--- config.mk ---
export PLATFORM = sky130hd
export DESIGN_NAME = io_responder
export DESIGN_NICKNAME = d
export VERILOG_FILES = /design/src/rtl/io_responder_pkg.sv /design/src/rtl/io_responder_controller_poller.sv /design/src/rtl/io_responder.sv
export SDC_FILE = /design/constraint.sdc
export NUM_CORES = 1
export LEC_CHECK = 0
export CORE_MARGIN = 3
export CORE_UTILIZATION = 40
export CTS_CLUSTER_DIAMETER = 40
export CTS_CLUSTER_SIZE = 20
export DETAILED_ROUTE_END_ITERATION = 12
export DONT_BUFFER_PORTS = 1
export PLACE_DENSITY = 0.62
export SLEW_MARGIN = 0
export SYNTH_ARGS = -nofsm -noshare
export SYNTH_HDL_FRONTEND = slang
export SYNTH_SLANG_ARGS = --single-unit
--- constraint.sdc ---
create_clock -name clk -period 1.9 [get_ports clk]
set_input_delay 0.285 -clock clk [delete_from_list [all_inputs] [get_ports clk]]
set_output_delay 0.285 -clock clk [all_outputs]
set_load 0.05 [all_outputs]
--- src/rtl/io_responder_pkg.sv ---
// Shared definitions for the I/O page responder.
//  - CPU-visible register addresses of the I/O page (0x7000-0x7003)
//  - gamepad poll FSM state encodings
//  - button bit positions inside a pad snapshot (1 = pressed)
//  - small helper to zero-extend a status bit onto the 8-bit data bus
package io_responder_pkg;

  localparam logic [15:0] ADDR_IN_VBLANK      = 16'h7000;
  localparam logic [15:0] ADDR_CLR_VBLANK_IRQ = 16'h7001;
  localparam logic [15:0] ADDR_CONTROLLER_1   = 16'h7002;
  localparam logic [15:0] ADDR_CONTROLLER_2   = 16'h7003;

  localparam logic [2:0] ST_IDLE  = 3'd0;
  localparam logic [2:0] ST_LATCH = 3'd1;
  localparam logic [2:0] ST_LOW   = 3'd2;
  localparam logic [2:0] ST_HIGH  = 3'd3;
  localparam logic [2:0] ST_DONE  = 3'd4;

  // First serial bit lands in bit 7.
  localparam int BTN_A      = 7;
  localparam int BTN_B      = 6;
  localparam int BTN_SELECT = 5;
  localparam int BTN_START  = 4;
  localparam int BTN_UP     = 3;
  localparam int BTN_DOWN   = 2;
  localparam int BTN_LEFT   = 1;
  localparam int BTN_RIGHT  = 0;

  function automatic logic [7:0] status_byte(input logic b);
    return {7'b0, b};
  endfunction

endpackage

--- src/rtl/io_responder_controller_poller.sv ---
// controller_poller: serial gamepad poll sequencer for two pads sharing
// latch and clock lines.
//  clk, rst          : clock, synchronous active-high reset
//  start             : one-clk request (vblank rise); ignored unless idle
//  pad1/2_data_n     : serial pad data, active low
//  pad_latch,pad_clk : registered strobes to both pads
//  poll_busy         : sequence in progress
//  snap1, snap2      : last complete button snapshots (1 = pressed)
module controller_poller
  import io_responder_pkg::*;
#(
  parameter int HALF_PERIOD = 6,
  parameter int NUM_BUTTONS = 8
) (
  input  logic                   clk,
  input  logic                   rst,
  input  logic                   start,
  input  logic                   pad1_data_n,
  input  logic                   pad2_data_n,
  output logic                   pad_latch,
  output logic                   pad_clk,
  output logic                   poll_busy,
  output logic [NUM_BUTTONS-1:0] snap1,
  output logic [NUM_BUTTONS-1:0] snap2
);

  localparam int CW = $clog2(2*HALF_PERIOD+1);
  localparam logic [CW-1:0] LATCH_LAST = CW'(2*HALF_PERIOD-1);
  localparam logic [CW-1:0] HALF_LAST  = CW'(HALF_PERIOD-1);
  localparam logic [2:0]    IDX_LAST   = 3'(NUM_BUTTONS-1);

  logic [2:0]             state_q, state_d;
  logic [CW-1:0]          cnt_q, cnt_d;
  logic [2:0]             idx_q, idx_d;
  logic [NUM_BUTTONS-1:0] sh1_q, sh1_d, sh2_q, sh2_d;
  logic [NUM_BUTTONS-1:0] snap1_q, snap1_d, snap2_q, snap2_d;
  logic                   pad_latch_q, pad_latch_d;
  logic                   pad_clk_q, pad_clk_d;
  logic                   busy_q, busy_d;

  always_comb begin
    state_d = state_q;
    cnt_d   = cnt_q + CW'(1);
    idx_d   = idx_q;
    sh1_d   = sh1_q;
    sh2_d   = sh2_q;
    snap1_d = snap1_q;
    snap2_d = snap2_q;
    case (state_q)
      ST_IDLE: begin
        cnt_d = '0;
        if (start) state_d = ST_LATCH;
      end
      ST_LATCH: begin
        if (cnt_q == LATCH_LAST) begin
          state_d = ST_LOW;
          cnt_d   = '0;
          idx_d   = '0;
        end
      end
      ST_LOW: begin
        // Sample at the end of the low phase, just before the rising shift edge.
        if (cnt_q == HALF_LAST) begin
          cnt_d = '0;
          sh1_d[IDX_LAST - idx_q] = ~pad1_data_n;
          sh2_d[IDX_LAST - idx_q] = ~pad2_data_n;
          state_d = (idx_q == IDX_LAST) ? ST_DONE : ST_HIGH;
        end
      end
      ST_HIGH: begin
        if (cnt_q == HALF_LAST) begin
          cnt_d   = '0;
          idx_d   = idx_q + 3'd1;
          state_d = ST_LOW;
        end
      end
      ST_DONE: begin
        // Both snapshots swap together so CPU reads never see a partial poll.
        cnt_d   = '0;
        snap1_d = sh1_q;
        snap2_d = sh2_q;
        state_d = ST_IDLE;
      end
      default: begin
        cnt_d   = '0;
        state_d = ST_IDLE;
      end
    endcase
    pad_latch_d = (state_d == ST_LATCH);
    pad_clk_d   = (state_d == ST_HIGH);
    busy_d      = (state_d != ST_IDLE);
  end

  always_ff @(posedge clk) begin
    if (rst) begin
      state_q     <= ST_IDLE;
      cnt_q       <= '0;
      idx_q       <= '0;
      sh1_q       <= '0;
      sh2_q       <= '0;
      snap1_q     <= '0;
      snap2_q     <= '0;
      pad_latch_q <= 1'b0;
      pad_clk_q   <= 1'b0;
      busy_q      <= 1'b0;
    end else begin
      state_q     <= state_d;
      cnt_q       <= cnt_d;
      idx_q       <= idx_d;
      sh1_q       <= sh1_d;
      sh2_q       <= sh2_d;
      snap1_q     <= snap1_d;
      snap2_q     <= snap2_d;
      pad_latch_q <= pad_latch_d;
      pad_clk_q   <= pad_clk_d;
      busy_q      <= busy_d;
    end
  end

  assign pad_latch = pad_latch_q;
  assign pad_clk   = pad_clk_q;
  assign poll_busy = busy_q;
  assign snap1     = snap1_q;
  assign snap2     = snap2_q;

endmodule

--- src/rtl/io_responder.sv ---
// io_responder: CPU-side responder for the I/O page 0x7000-0x7003.
//  cpu_access/cpu_rw/SELECT_* : bus strobe, direction, decoded selects
//  vblank                     : video vblank level
//  pad1/2_data_n              : serial gamepad data, active low
//  pad_latch, pad_clk         : gamepad strobes
//  cpu_data_out, cpu_data_oe  : read data and its drive enable
//  irq_n                      : active-low vblank IRQ
//  poll_busy                  : gamepad poll in progress
module io_responder
  import io_responder_pkg::*;
#(
  parameter int HALF_PERIOD = 6,
  parameter int NUM_BUTTONS = 8
) (
  input  logic       clk,
  input  logic       rst,
  input  logic       cpu_access,
  input  logic       cpu_rw,
  input  logic       SELECT_in_vblank,
  input  logic       SELECT_clr_vblank_irq,
  input  logic       SELECT_controller_1,
  input  logic       SELECT_controller_2,
  input  logic       vblank,
  input  logic       pad1_data_n,
  input  logic       pad2_data_n,
  output logic       pad_latch,
  output logic       pad_clk,
  output logic [7:0] cpu_data_out,
  output logic       cpu_data_oe,
  output logic       irq_n,
  output logic       poll_busy
);

  logic       vblank_q, pending_q, pending_d, irq_n_q;
  logic       rise, clr;
  logic [7:0] snap1, snap2;

  assign rise = vblank & ~vblank_q;
  assign clr  = cpu_access & SELECT_clr_vblank_irq;

  // A new vblank beats a simultaneous acknowledge so no frame is lost.
  always_comb begin
    pending_d = pending_q;
    if (clr)  pending_d = 1'b0;
    if (rise) pending_d = 1'b1;
  end

  always_ff @(posedge clk) begin
    if (rst) begin
      vblank_q  <= 1'b0;
      pending_q <= 1'b0;
      irq_n_q   <= 1'b1;
    end else begin
      vblank_q  <= vblank;
      pending_q <= pending_d;
      irq_n_q   <= ~pending_q;
    end
  end

  assign irq_n = irq_n_q;

  controller_poller #(
    .HALF_PERIOD (HALF_PERIOD),
    .NUM_BUTTONS (NUM_BUTTONS)
  ) u_poller (
    .clk         (clk),
    .rst         (rst),
    .start       (rise),
    .pad1_data_n (pad1_data_n),
    .pad2_data_n (pad2_data_n),
    .pad_latch   (pad_latch),
    .pad_clk     (pad_clk),
    .poll_busy   (poll_busy),
    .snap1       (snap1),
    .snap2       (snap2)
  );

  always_comb begin
    cpu_data_out = 8'h00;
    cpu_data_oe  = 1'b0;
    if (cpu_access && cpu_rw) begin
      if (SELECT_in_vblank) begin
        cpu_data_out = status_byte(vblank);
        cpu_data_oe  = 1'b1;
      end else if (SELECT_clr_vblank_irq) begin
        cpu_data_out = status_byte(pending_q);
        cpu_data_oe  = 1'b1;
      end else if (SELECT_controller_1) begin
        cpu_data_out = snap1;
        cpu_data_oe  = 1'b1;
      end else if (SELECT_controller_2) begin
        cpu_data_out = snap2;
        cpu_data_oe  = 1'b1;
      end
    end
  end

endmodule
Yosys cells after proc, flatten, opt, wreduce, memory -nomap -nowiden

Cells that the tools add are included.

Bits in read-only memories: 0
Flip-flop bits (word level): 48
Bits in writable memories: 0
Word-level logic and storage cells: 72
Bits in latches: 0
Memories: 0
Output and inout bits: 13
Input bits: 11

Equal/unequal tests: 11
Divide/modulo/power cells: 0
$add $sub $neg: 3
$mul: 0
Reduce and logical (&&, ||, !) cells: 9
Bitwise logic cells: 6
Shift operators: 0
$lt $le $gt $ge: 2
Muxes and demuxes: 28

Operators with widths:

| kind                                                                          | count |
|---|---|
| 8-bit two-way mux                                                             | 5 |
| 3-bit two-way mux                                                             | 7 |
| 8-bit bitwise mux                                                             | 2 |
| 3-bit case mux with 4 select lines                                            | 1 |
| 3-bit by 2-bit == test with 1-bit output (second input constant)              | 3 |
| 1-bit two-way mux                                                             | 8 |
| 4-bit two-way mux                                                             | 2 |
| 4-bit case mux with 2 select lines                                            | 1 |
| 3-bit by 1-bit == test with 1-bit output (second input constant)              | 2 |
| 3-bit == test (second input constant)                                         | 2 |
| 3-bit case mux with 2 select lines                                            | 1 |
| 4-bit by 1-bit adder with 4-bit output (second input constant)                | 1 |
| 4-bit by 3-bit == test with 1-bit output (second input constant)              | 1 |
| 4-bit == test (second input constant)                                         | 1 |
| 3-bit by 4-bit less-than comparator with 1-bit output (second input constant) | 1 |
| 2-bit by 1-bit inequality test with 1-bit output (second input constant)      | 2 |
| 1-bit inverter                                                                | 4 |
| 2-bit nonzero test                                                            | 2 |
| 3-bit by 1-bit adder with 3-bit output (second input constant)                | 1 |
| 1-bit demux with 3-bit select                                                 | 1 |
| 3-bit by 1-bit >= comparator with 1-bit output (second input constant)        | 1 |
| 3-bit zero test                                                               | 1 |
| 3-bit AND reduction                                                           | 1 |
| 3-bit nonzero test                                                            | 1 |
| 5 further kinds                                                               | 7 |

Depth between registers and ports, before layout

Gate-level depths: netlist (run 1).

Word-level depth: 6
Mapped depth: 7
Depth with buffers taken out: 6

Modules after synthesis

Synthesis (run 1) repeated with hierarchy kept, for this count alone.

Cell total of the unflattened synthesis: 238
Area, all modules: 2023.2 um^2

By module, submodules not included:

| module            | area each (um^2) | sequential area each (um^2) | instances | cells an instance |
|---|---|---|---|---|
| controller_poller | 1764.2           | 900.9                       | 1         | 202 |
| io_responder      | 259.0            | 60.1                        | 1         | 36 |

Worst setup path after synthesis (run 1)

OpenSTA, ideal clock, no wires.

Path kind: input-to-output
Start point: in SELECT_clr_vblank_irq
End point: out cpu_data_out[2]
Stages: 3
Required time: 1615 ps
Path buffers: 0
Data arrival time: 1577 ps
Setup slack: 38 ps
Cells stage by stage: or3_1 -> o21bai_1 -> nor2_1

Word-level cells in the longest chain between the ends: 3

RTL lines:

| item               | RTL line           | text |
|---|---|---|
| start: declaration | io_responder.sv:20 | `input logic SELECT_clr_vblank_irq,` |
| 8-bit two-way mux  | io_responder.sv:85 | `end else if (SELECT_clr_vblank_irq) begin` |
| 8-bit two-way mux  | io_responder.sv:82 | `if (SELECT_in_vblank) begin` |
| 8-bit two-way mux  | io_responder.sv:81 | `if (cpu_access && cpu_rw) begin` |
| end: declaration   | io_responder.sv:28 | `output logic [7:0] cpu_data_out,` |

Every way passes these cells.

Final worst setup path (run 1)

Start point: reg u_poller.cnt_q[1]
End point: reg u_poller.sh1_q[2]

Word-level cells in the longest chain between the ends: 2

RTL lines:

| item                                     | RTL line                              | text |
|---|---|---|
| start: declaration                       | io_responder_controller_poller.sv:33  | `logic [CW-1:0] cnt_q, cnt_d;` |
| start signal: assignment                 | io_responder_controller_poller.sv:108 | `cnt_q <= cnt_d;` |
| 4-bit by 3-bit == test with 1-bit output | io_responder_controller_poller.sv:63  | `if (cnt_q == HALF_LAST) begin` |
| 2-bit AND reduction (no line)            | n/a                                   |  |
| end signal: assignment                   | io_responder_controller_poller.sv:99  | `sh1_q <= '0;` |
| end signal: assignment                   | io_responder_controller_poller.sv:110 | `sh1_q <= sh1_d;` |
| end: declaration                         | io_responder_controller_poller.sv:35  | `logic [NUM_BUTTONS-1:0] sh1_q, sh1_d, sh2_q, sh2_d;` |

Every way passes these cells.
A chain may end at the register's enable or synchronous reset.

==> metrics.yaml, run 1 <==
global_routing:
  grt_start_max_net_pins: 43
  grt_pass1_wl_mm: 6.98
  grt_usage_pct: 14.0
  grt_pass1_vias: 1558
  overflow: 0
  antenna_found_initial: 0
synthesis:
  ys.flop_type: "dfxtp_1"
  async_flop_share_pct: 0
  synth_cell_types: 43
  synth.avg_cell_area_sq_um: 8.77
  synth_top_area_cell: "dfxtp_1"
  synth_area_sq_mm: 0.00211
  yosysWarnings: 0
  yosys-top-cells-area: "dfxtp_1 (45%), nand2_1 (7.6%), a21oi_1 (7.3%)"
  synthesis.nets: 256
  synth-edff-count: 0
  ys_ff_latch: 48
  synth.yosys.seq_area_share_pct: 45.5
  synth_cells: 241
  post-synth-top-area-fraction_pct: 45.5
clock_network:
  path_clk_slew_ns: 0.09
  clk_latency_ns: 0.30
  clockBufferDepth: 2
  post_cts_resized: 0
  cts_root_buf: "clkbuf_8"
  htree_num_levels: 2
  holdBufCountCts: 0
  cts_tree: "built"
  clock_sinks: 48
  post_cts_buffers: 0
  numCtsBuffers: 5
drt:
  ant_nets: 0
  finalWirelength_mm: 4.09
  drc: 0
  drtPass1Iterations: 4
  vias: 1633
  dr.first_iter.drc_count: 71
  vias_per_cell: 5.09
  routedWlPerCell_um: 12.7
worst_setup_path:
  critPathMaxFanout: 10
  cp-end-kind: "register"
  start_kind: "register"
  critPathKind: "register to register"
  reg2reg_slack_ns: 0.11
  arrival_ns: 1.98
  required_ns: 2.10
flow_run:
  cap_violations: 0
finish:
  fin_util_pct: 48.1
  syn_to_final_growth_pct: 11.7
  final_cell_mix: "dfxtp_1 (48), nand2_1 (43), a21oi_1 (31), nor2_1 (26), buf_4 (19)"
  nNetsFinal: 268
  fin_cells: 321
  drive_above_1_share_pct: 14.2
  fillers: 502
  layout_commonest_cell: "dfxtp_1"
  antenna_cells: 0
sta:
  relSlewSlack_pct: 64.8
  maxSlewViolCount: 0
  max_freq_mhz: 560
  period_minus_slack_ns: 1.79
  tightestPinTransition_ns: 0.528
  finalSetupViolations: 0
  setup_ws_ns: 0.115
  finClkSkew_ns: 0.00884
  hold_viol_final: 0
  fin_crit_sh_pct: 94.0
pwr:
  vdd_drop_max_v: 0.000309
  leakagePower_nw: 0.816
  p_per_area_mw_per_mm2: 717
die:
  initial_core_util_pct: 43.0
  core_region_area_sq_mm: 0.00491
  ios: 24
  die_height_um: 78.7
  num_rows: 25
  die_w_um: 78.7
  die_area_sq_mm: 0.00619
place:
  portBuffers: 0
  gp_congestion: 0.792
  dp_cells: 311
  pre_cts_ws_ns: 0.166
  hpwl_mm: 2.92
run_status:
  outcome: "finished clean"
hold_path:
  hold_class: "primary input to register"
-- layer usage --
layer  track usage (%)  part of all wire, %  vias to the layer above
met5                 0                    0                        -
met3              3.44                  3.7                        4
met1              17.7                   50                      734
met4              4.20                 0.95                        0
li1                  -                    -                      870
met2              23.3                   45                       25
-- cells in the mapped netlist, types with 2 or more instances --
master and count:
mux2i_1 6, nor3_1 4, and2_1 3, nor2_1 26, dfxtp_1 48, o21ai_0 4, inv_1 4, and3b_1 2
a311oi_1 4, buf_2 3, a22o_1 2, a211oi_1 12, or3_1 2, a21oi_1 31, buf_1 3, clkbuf_1 6
nor2b_1 4, nor4b_1 3, nor4b_4 2, buf_6 2, ha_1 4, nor4_1 2, nor4_4 2, nand2_1 43
-- per-stage QoR --
step | hold slack [ns] | TNS [ns] | total power [mW] | instance area (sq um)
3_5_place_dp | 0.364 | 0 | 1.12 | 2250
3_3_place_gp | 0.361 | 0 | 1.12 | 2250
4_1_cts | 0.0399 | 0 | 1.72 | 2350
6_report | 0.0653 | 0 | 1.69 | 2360
2_1_floorplan | 0.371 | 0 | 1.12 | 2110
5_1_grt | 0.0383 | -0.0341 | 1.76 | 2360
-- cell type report --
class	instances	area (sq um)	share of cell area, %
Multi-Input combinational cell	174	1060	45.0
Tap cell	67	83.8	3.55
Timing Repair Buffer	19	143	6.04
Inverter	5	18.8	0.795
Clock buffer	5	68.8	2.91
Sequential cell	48	961	40.7
Clock inverter	3	23.8	1.01
-- logic make-up after synthesis --
kind of cell,synth area share (%)
and+or+nand+nor,26.7
AOI/OAI and AO/OA,17.5
DFF,45.5
buffers and inverters,4.26
muxes,2.84
adders and majority gates,2.37
xor gates and xnor gates,0.829
-- power breakdown --
group	switching, mW	internal [mW]	total (mW)
clock network	0.340	0.261	0.601
registers	0.0221	1.02	1.04
logic	0.0303	0.0236	0.0538
total	0.393	1.30	1.69
-- critical path, cell delays in order, from the launching register on --
cell and delay [ns]:
dfxtp_1 0.36, inv_1 0.05, ha_1 0.19, nand3b_1 0.14, buf_4 0.25, nor3_4 0.07
buf_4 0.18, and2_1 0.18, a211oi_1 0.28
-- worst paths after layout --
check	startpoint	to	cells after the start
max	u_poller.cnt_q[1]	u_poller.sh1_q[2]	8
min	rst	u_poller.snap1[7]	1
max reg2reg	u_poller.cnt_q[1]	u_poller.sh1_q[2]	8
min reg2reg	pending_q	irq_n	1
-- flip-flops by register name, summed over array words and instances (netlist names), 3 cells and up --
signal / cells
u_poller.sh2_q: 8
u_poller.sh1_q: 8
u_poller.cnt_q: 4
u_poller.snap2: 8
u_poller.idx_q: 3
u_poller.snap1: 8
u_poller.state_q: 3
(Power assumes the default switching activity.)
==> run 2, diff against run 1 <==
CTS_CLUSTER_SIZE = 30   (was 20)
==> results of run 2 <==
Same layout as run 1: the final DEF is identical, and so are final timing and power.
